--- src/rtl/seq_divider_16by8.sv ---
`default_nettype none
// -----------------------------------------------------------------------------
// seq_divider_16by8 : iterative restoring divider, 2*DW / DW -> DW quotient and
//                     remainder, one quotient bit per clock, start/busy/done.
//                     Optional round-to-nearest stage: define DIV_ROUND_EN.
// Revision: 1.0
// -----------------------------------------------------------------------------
module seq_divider_16by8 #(
  parameter int DW = 8
) (
  input  logic            clk,
  input  logic            rst,
  input  logic            start,
  input  logic [2*DW-1:0] dividend,
  input  logic [DW-1:0]   divisor,
  output logic            busy,
  output logic            done,
  output logic [DW-1:0]   quotient,
  output logic [DW-1:0]   remainder,
  output logic            div_by_zero,
  output logic            overflow
);

  localparam int              CW       = $clog2(DW + 1);
  localparam logic [CW-1:0]   CNT_INIT = CW'(DW);
  localparam logic [CW-1:0]   CNT_ONE  = CW'(1);

  typedef enum logic [1:0] {
    IDLE  = 2'd0,
    CALC  = 2'd1,
`ifdef DIV_ROUND_EN
    ROUND = 2'd3,
`endif
    DONE  = 2'd2
  } state_e;

  state_e          state_q, state_d;
  logic [CW-1:0]   cnt_q, cnt_d;
  logic [DW-1:0]   rem_q, rem_d;
  logic [DW-1:0]   shl_q, shl_d;
  logic [DW-1:0]   quo_q, quo_d;
  logic [DW-1:0]   dvs_q, dvs_d;
  logic [DW-1:0]   quotient_q, quotient_d;
  logic [DW-1:0]   remainder_q, remainder_d;
  logic            dbz_q, dbz_d;
  logic            ovf_q, ovf_d;

  logic [DW-1:0]   dividend_hi;
  logic [DW-1:0]   dividend_lo;
  logic [DW:0]     trial;
  logic            trial_ge;
  logic [DW-1:0]   rem_next;
  logic [DW-1:0]   quo_next;

  assign dividend_hi = dividend[2*DW-1:DW];
  assign dividend_lo = dividend[DW-1:0];

  // One restoring step; compare and subtract are DW+1 bits so nothing wraps.
  assign trial    = {rem_q, shl_q[DW-1]};
  assign trial_ge = (trial >= {1'b0, dvs_q});
  assign rem_next = DW'(trial_ge ? (trial - {1'b0, dvs_q}) : trial);
  assign quo_next = {quo_q[DW-2:0], trial_ge};

`ifdef DIV_ROUND_EN
  logic            round_up;
  logic [DW-1:0]   quo_rounded;

  assign round_up    = ({rem_q, 1'b0} >= {1'b0, dvs_q});
  assign quo_rounded = (round_up && !(&quo_q)) ? (quo_q + DW'(1)) : quo_q;
`endif

  always_ff @(posedge clk or posedge rst) begin
    if (rst) begin
      state_q     <= IDLE;
      cnt_q       <= '0;
      rem_q       <= '0;
      shl_q       <= '0;
      quo_q       <= '0;
      dvs_q       <= '0;
      quotient_q  <= '0;
      remainder_q <= '0;
      dbz_q       <= 1'b0;
      ovf_q       <= 1'b0;
    end else begin
      state_q     <= state_d;
      cnt_q       <= cnt_d;
      rem_q       <= rem_d;
      shl_q       <= shl_d;
      quo_q       <= quo_d;
      dvs_q       <= dvs_d;
      quotient_q  <= quotient_d;
      remainder_q <= remainder_d;
      dbz_q       <= dbz_d;
      ovf_q       <= ovf_d;
    end
  end

  always_comb begin
    state_d     = state_q;
    cnt_d       = cnt_q;
    rem_d       = rem_q;
    shl_d       = shl_q;
    quo_d       = quo_q;
    dvs_d       = dvs_q;
    quotient_d  = quotient_q;
    remainder_d = remainder_q;
    dbz_d       = dbz_q;
    ovf_d       = ovf_q;

    case (state_q)
      IDLE: begin
        if (start) begin
          if (divisor == '0) begin
            quotient_d  = '1;
            remainder_d = dividend_lo;
            dbz_d       = 1'b1;
            ovf_d       = 1'b0;
            state_d     = DONE;
          end else if (dividend_hi >= divisor) begin
            // Upper half already >= divisor: the quotient needs more than DW bits.
            quotient_d  = '1;
            remainder_d = '0;
            dbz_d       = 1'b0;
            ovf_d       = 1'b1;
            state_d     = DONE;
          end else begin
            rem_d   = dividend_hi;
            shl_d   = dividend_lo;
            quo_d   = '0;
            dvs_d   = divisor;
            cnt_d   = CNT_INIT;
            dbz_d   = 1'b0;
            ovf_d   = 1'b0;
            state_d = CALC;
          end
        end
      end

      CALC: begin
        rem_d = rem_next;
        shl_d = {shl_q[DW-2:0], 1'b0};
        quo_d = quo_next;
        cnt_d = cnt_q - CNT_ONE;
        if (cnt_q == CNT_ONE) begin
`ifdef DIV_ROUND_EN
          state_d     = ROUND;
`else
          quotient_d  = quo_next;
          remainder_d = rem_next;
          state_d     = DONE;
`endif
        end
      end

`ifdef DIV_ROUND_EN
      ROUND: begin
        quotient_d  = quo_rounded;
        remainder_d = rem_q;
        state_d     = DONE;
      end
`endif

      DONE: begin
        state_d = IDLE;
      end

      default: begin
        state_d = IDLE;
      end
    endcase
  end

  always_comb begin
    busy = (state_q == CALC);
`ifdef DIV_ROUND_EN
    busy = busy || (state_q == ROUND);
`endif
  end

  assign done        = (state_q == DONE);
  assign quotient    = quotient_q;
  assign remainder   = remainder_q;
  assign div_by_zero = dbz_q;
  assign overflow    = ovf_q;

endmodule
`default_nettype wire
--- config.mk ---
export PLATFORM = sky130hd
export DESIGN_NAME = seq_divider_16by8
export DESIGN_NICKNAME = d
export VERILOG_FILES = /design/src/rtl/seq_divider_16by8.sv
export SDC_FILE = /design/constraint.sdc
export NUM_CORES = 1
export LEC_CHECK = 0
export BUFFER_PORTS_ARGS = -buffer_cell sky130_fd_sc_hd__buf_4
export CORE_MARGIN = 2
export CORE_UTILIZATION = 53
export CTS_BUF_LIST = sky130_fd_sc_hd__clkbuf_2 sky130_fd_sc_hd__clkbuf_4 sky130_fd_sc_hd__clkbuf_8
export DETAILED_ROUTE_END_ITERATION = 10
export PLACE_DENSITY = 0.79
export SLEW_MARGIN = 40
export SYNTH_ARGS = -nofsm -noshare
export SYNTH_HDL_FRONTEND = slang
export SYNTH_SLANG_ARGS = --single-unit
export TNS_END_PERCENT = 10
--- constraint.sdc ---
create_clock -name clk -period 2.12 [get_ports clk]
set_clock_uncertainty 0.05 [all_clocks]
set_input_delay 0.318 -clock clk [delete_from_list [all_inputs] [get_ports clk]]
set_output_delay 0.318 -clock clk [all_outputs]
set_load 0.005 [all_outputs]
==> impl_metrics.tcl, run 1 <==
set metrics [dict create \
    ant_nets 0 \
    via_per_inst 6.17 \
    synthFlopType "dfrtp_1" \
    power_frac_comb_pct 67.6 \
    dr.first_iter.drc_count 311 \
    irDropWorstVdd_uv 1320 \
    grt_max_degree 32 \
    slew_headroom_pct 62.0 \
    synth_cell_types 50 \
    ctsRootBufferMaster "clkbuf_8" \
    swShare_pct 43.9 \
    violations "setup timing" \
    antenna_found_initial 0 \
    ioPinCount 47 \
    critical_path_class "reg2reg" \
    ys_seq_area_share_pct 43.9 \
    yosys_warnings 0 \
    nNetsFinal 489 \
    p_per_area_nw_per_um2 1820 \
    finalWorstSetupSlack_ns -0.137 \
    hold_viol 0 \
    grt_pass1_wl_um 14800 \
    required_ns 2.32 \
    critical_path.startpoint "rem_q[5]" \
    yosys-top-cells-area "dfrtp_1 44%, ha_1 7.2%, o21ai_0 4.0%" \
    fp-row-count 28 \
    cts_tree "built" \
    setup_viol 22 \
    clock_latency_ns 0.31 \
    slowest_stage "dfrtp_1" \
    grt_pass1_vias 3016 \
    yosys.area.top_type "dfrtp_1" \
    p_int_mw 4.80 \
    drc 0 \
    hold_path.class "in2async" \
    leakage_nw 2.13 \
    start_util_pct 53.9 \
    drtPass1Iterations 5 \
    yosys-top-cells-count "55 x dfrtp_1, 32 x nand2_1, 25 x o21ai_0" \
    clock_path_buffers 2 \
    die-height_um 80.9 \
    clkSinkCount 55 \
    numCtsBuffers 5 \
    worstSetupEndpointType "flop" \
    synth_nets 373 \
    wl_um 11100 \
    fmax_mhz 443 \
    worstPathCellList "ha_1, a21o_1, a21boi_2, buf_4, buf_4, a21oi_4, o31ai_1, mux2_2" \
    fin_util_pct 81.0 \
    synth-seq-cells 55 \
    synth.avg_cell_area_um2 9.58 \
    async_reset_ff_share_pct 100 \
    synth_cells 327 \
    r2r-start "rem_q[5]" \
    yosysMostFrequentCell "dfrtp_1" \
    gr-total-overflow 0 \
    wire_per_inst_um 21.5 \
    rsz0062_at_grt "yes" \
    synth_top_area_share_pct 43.9 \
    cp_common_cell "buf_4" \
    drive_gt1_share_pct 45.5 \
    period_share_pct 106 \
    syn_area_um2 3130 \
    outcome "complete, but fails checks" \
    crit_arrival_ns 2.46 \
    path_max_fanout 5 \
    slowest_delay_ns 0.43 \
    worst_slew_pin_slew_ns 0.569 \
    globalplace.congestion 0.919 \
    fin_tns_setup_ns -1.13 \
    syn2layout_area_growth_pct 50.3 \
    power.switching_mw 3.76 \
    power_mw 8.55 \
    fin_crit_ns 2.26 \
    crit_path_start_kind "flop" \
    power.share.clock_pct 9.8 \
    grt_use_total_pct 29.8 \
    antenna_cells 0 \
    dp_hpwl_um 6600 \
    clkTransAtPathRegs_ns 0.10 \
    synth_edf_count 0 \
    seqPwrFrac_pct 22.7 \
    fp.dieW_um 80.9 \
    slew_viol_final 0 \
    maxCapViolCount 0 \
    coreArea_um2 5820 \
    portBuffers 46 \
    vias 3203 \
    htreeDepth 2 \
    die_area_um2 6540 \
]
[path summary, 6_finish.rpt]
kind / endpoint / slack [ns] / depth (start not counted)
hold reg to reg: overflow / 0.45 / 2
min in group clk: shl_q[0] / 0.19 / 2
hold / removal: quo_q[6] / 0.004 / 2
max in group asynchronous: rem_q[2] / 1.45 / 3
setup / recovery: rem_q[2] / -0.14 / 8
setup reg to reg: rem_q[2] / -0.14 / 8
[critical path: cells and delay by family, from the launching register on]
| kind | cells | cell delay [ns] |
|---|---|---|
| fa+ha+maj | 1 | 0.36 |
| compound gates | 4 | 0.76 |
| buf+inv | 2 | 0.37 |
| flops | 1 | 0.43 |
| mux | 1 | 0.22 |
[flip-flops by register name (all words and copies together) (netlist names)]
signal / cells
cnt_q: 4
div_by_zero: 1
dvs_q: 8
overflow: 1
quo_q: 7
quotient: 8
rem_q: 8
remainder: 8
shl_q: 8
state_q: 2
[final cells by class]
| type | count | area (um2) |
|---|---|---|
| clock buffers | 5 | 68.8 |
| clock inverters | 3 | 67.6 |
| fillers | 346 | 1110 |
| inverters | 24 | 108 |
| multi-input cells | 232 | 1980 |
| flip-flops and latches | 55 | 1380 |
| well taps | 75 | 93.8 |
| repair buffers | 125 | 1020 |
[power groups by stage]
stage | clock network (mW) | registers, mW | logic, mW
after floorplan | 0 | 1.81 | 2.45
after global placement | 0 | 1.88 | 4.05
after detailed placement | 0 | 1.90 | 4.17
after CTS | 0.825 | 1.89 | 4.84
after global routing | 0.870 | 1.99 | 6.08
final | 0.835 | 1.94 | 5.78
[cells by family (layout without fill, tap and decap cells)]
family / Yosys count / count (layout) / share of synthesized area [%]
fa+ha+maj: 19 / 19 / 7.82
simple gates: 102 / 102 / 16.6
flops: 55 / 55 / 43.9
buf+inv: 40 / 157 / 5.59
xor+xnor: 1 / 1 / 0.279
compound gates: 98 / 98 / 21.2
mux: 12 / 12 / 4.55
[metrics by stage]
step | hold slack (ns) | worst slack [ns] | cell area, um2 | instances
floorplan | 0.385 | -0.0829 | 3180 | 327
finish | 0.00406 | -0.137 | 4710 | 519
detailed placement | 0.358 | -0.393 | 4110 | 503
global placement | 0.346 | -0.317 | 4110 | 503
CTS | 0.0190 | -0.0431 | 4440 | 513
global route | 0.0547 | -0.162 | 4710 | 519
[layout by cell type, fill, tap and decap left out, types with 7 or more instances in the layout]
master | Yosys | routed
o21ai_0 | 25 | 19
buf_6 | 3 | 9
nand2_1 | 32 | 32
ha_4 | 0 | 7
nor2_1 | 12 | 12
or4_1 | 7 | 7
o31ai_1 | 11 | 7
o21a_1 | 13 | 13
ha_1 | 18 | 11
a22o_1 | 7 | 7
buf_4 | 0 | 112
inv_1 | 24 | 16
dfrtp_1 | 55 | 55
nand3_1 | 12 | 10
[routing by layer]
layer  wire length (um)  global-route usage (%)
met5                  0                       0
met3                641                    5.33
met4                585                    12.9
met1               4340                    38.7
met2               5580                    48.9
[what timing repair did]
item                       4_1_cts  5_1_grt
pin swaps                       13       29
hold buffers                     0        0
setup buffers                    4        6
gates resized for setup         37       46
setup endpoints to repair       25       43
Power figures use the tool's default switching activity.
==> run 2, diff against run 1 <==
==> constraint.sdc (replaced) <==
create_clock -name clk -period 2.12 [get_ports clk]
set_clock_uncertainty 0.05 [all_clocks]
set_input_delay 0.106 -clock clk [delete_from_list [all_inputs] [get_ports clk]]
set_output_delay 0.106 -clock clk [all_outputs]
set_load 0.005 [all_outputs]
==> impl_metrics.tcl, run 2 (synthesis gave the netlist of run 1 again) <==
set metrics [dict create \
    r2r_slack_ns -0.14 \
    design_area_um2 4380 \
    power.share.clock_pct 7.6 \
    clock_latency_ns 0.32 \
    grt_use_total_pct 29.4 \
    cts_tree "built" \
    hold_end "dvs_q[7]" \
    worstPathCellList "ha_4, and3_4, o21ai_4, buf_4, a31oi_4, nor3_2, o21a_1, o31ai_2" \
    hold_path.class "in2reg" \
    coreArea_um2 5820 \
    finalWorstSetupSlack_ns -0.138 \
    cp_top_family "compound AO/OA/AOI/OAI gates" \
    swShare_pct 44.1 \
    critical_path_class "reg2reg" \
    outcome "complete, but fails checks" \
    final_common_cell "buf_4" \
    rsz0062_at_grt "yes" \
    via_per_inst 6.07 \
    grt_pass1_wl_um 14500 \
    p_per_area_nw_per_um2 1770 \
    clock_path_buffers 2 \
    irDropWorstVdd_uv 1010 \
    slowest_stage "dfrtp_1" \
    min_path_cells 3 \
    violations "hold timing, setup timing" \
    antenna_cells 0 \
    placed_cell_area_um2 3940 \
    die_area_um2 6540 \
    antenna_found_initial 0 \
    rr_worst_depth 8 \
    slew_headroom_pct 60.1 \
    drive_gt1_share_pct 38.9 \
    crit_arrival_ns 2.41 \
    setup_viol 8 \
    clkSinkCount 55 \
    power_frac_comb_pct 67.9 \
    fp-row-count 28 \
    reg2reg_to "rem_q[5]" \
    hold_viol 1 \
    globalplace.congestion 0.948 \
    fmax_mhz 443 \
    layout_common_cells "108 x buf_4, 55 x dfrtp_1, 31 x nand2_1" \
    period_share_pct 107 \
    ioPinCount 47 \
    drtPass1Iterations 6 \
    drc 0 \
    gr-total-overflow 0 \
    slew_viol_final 0 \
    syn2layout_area_growth_pct 39.6 \
    leakage_nw 2.03 \
    wire_per_inst_um 19.3 \
    power.switching_mw 3.43 \
    r2r-start "rem_q[2]" \
    ctsRootBufferMaster "clkbuf_8" \
    power_mw 7.77 \
    portBuffers 46 \
    slowest_delay_ns 0.44 \
    grt_max_degree 33 \
    n_fill_cell 396 \
    cp_num_buf_inv 1 \
    vias 3090 \
    start_util_pct 53.9 \
    worstSetupEndpointType "flop" \
    fin_crit_ns 2.26 \
    path_max_fanout 6 \
    timing.hold.ws_ns -0.00364 \
    htreeDepth 2 \
    ant_nets 0 \
    hp-start "divisor[7]" \
    dr.first_iter.drc_count 279 \
    numCtsBuffers 5 \
    p_int_mw 4.34 \
    worst_slew_pin_slew_ns 0.598 \
    wl_um 9830 \
    clkTransAtPathRegs_ns 0.10 \
    seqPwrFrac_pct 24.5 \
    maxCapViolCount 0 \
    required_ns 2.27 \
    nNetsFinal 480 \
    crit_path_start_kind "flop" \
    dp_hpwl_um 6380 \
    grt_pass1_vias 2840 \
    fp.dieW_um 80.9 \
    die-height_um 80.9 \
]
==> run 2: changes by cell type in the layout (fill, tap and decap cells not counted), moves of 4 or more <==
cell / previous run / this run
dlygate4sd3_1: 0 / 6
buf_6: 9 / 1
a21oi_4: 5 / 0
buf_4: 112 / 108
a21oi_1: 3 / 9
==> run 2: layout make-up <==
cell class	instances	area (um2)	area share, %
Multi-Input combinational cell	232	1820	41.7
Sequential cell	55	1380	31.5
Timing Repair Buffer	116	902	20.6
Tap cell	75	93.8	2.14
Inverter	24	92.6	2.12
Clock buffer	5	68.8	1.57
Clock inverter	2	17.5	0.400
==> run 2: worst max path at each step <==
stage / start / endpoint / slack, ns / cells after the start
floorplan: rem_q[5] / rem_q[7] / 0.008 / 7
global placement: rem_q[2] / remainder[4] / -0.22 / 7
detailed placement: shl_q[7] / remainder[6] / -0.34 / 10
CTS: dvs_q[1] / remainder[6] / -0.03 / 9
global route: rem_q[0] / rem_q[5] / -0.17 / 8
finish: rem_q[2] / rem_q[5] / -0.14 / 8
==> run 2: metrics by stage <==
stage	hold WS (ns)	cells	setup slack (ns)	setup TNS, ns	utilization, %
floorplan	0.173	327	0.00847	0	-
global placement	0.155	490	-0.220	-3.83	67.8
detailed placement	0.158	490	-0.337	-6.55	67.8
CTS	0.00434	507	-0.0302	-0.0422	73.3
global route	0.0172	509	-0.167	-0.975	75.2
finish	-0.00364	509	-0.138	-0.395	75.2
==> run 2: power groups by stage <==
| stage | clock (mW) | combinational, mW | sequential, mW |
|---|---|---|---|
| after global routing | 0.633 | 5.64 | 1.95 |
| after detailed placement | 0 | 4.08 | 1.88 |
| after global placement | 0 | 3.99 | 1.87 |
| after floorplan | 0 | 2.43 | 1.81 |
| after CTS | 0.589 | 4.65 | 1.88 |
| final | 0.590 | 5.27 | 1.90 |
==> run 2: metal layers <==
| metal | track usage (%) | wire length [um] | up-vias |
|---|---|---|---|
| li1 | - | - | 1398 |
| met1 | 40.7 | 4020 | 1485 |
| met2 | 48.0 | 4770 | 177 |
| met3 | 3.89 | 779 | 30 |
| met4 | 10.0 | 254 | 0 |
| met5 | 0 | 0 | - |
==> run 2: worst register-to-register path: stages, from the launching register on <==
cell and delay [ns]:
dfrtp_1 0.44, ha_4 0.30, and3_4 0.22, o21ai_4 0.08, buf_4 0.15, a31oi_4 0.27
nor3_2 0.09, o21a_1 0.22, o31ai_2 0.33
==> run 2: timing repair <==
action                     4_1_cts  5_1_grt
gates resized for setup         31       23
pin swaps                       11       19
buffers inserted                 6        2
hold endpoints to repair        27        1
setup endpoints to repair       17       17
hold buffers                     5        1
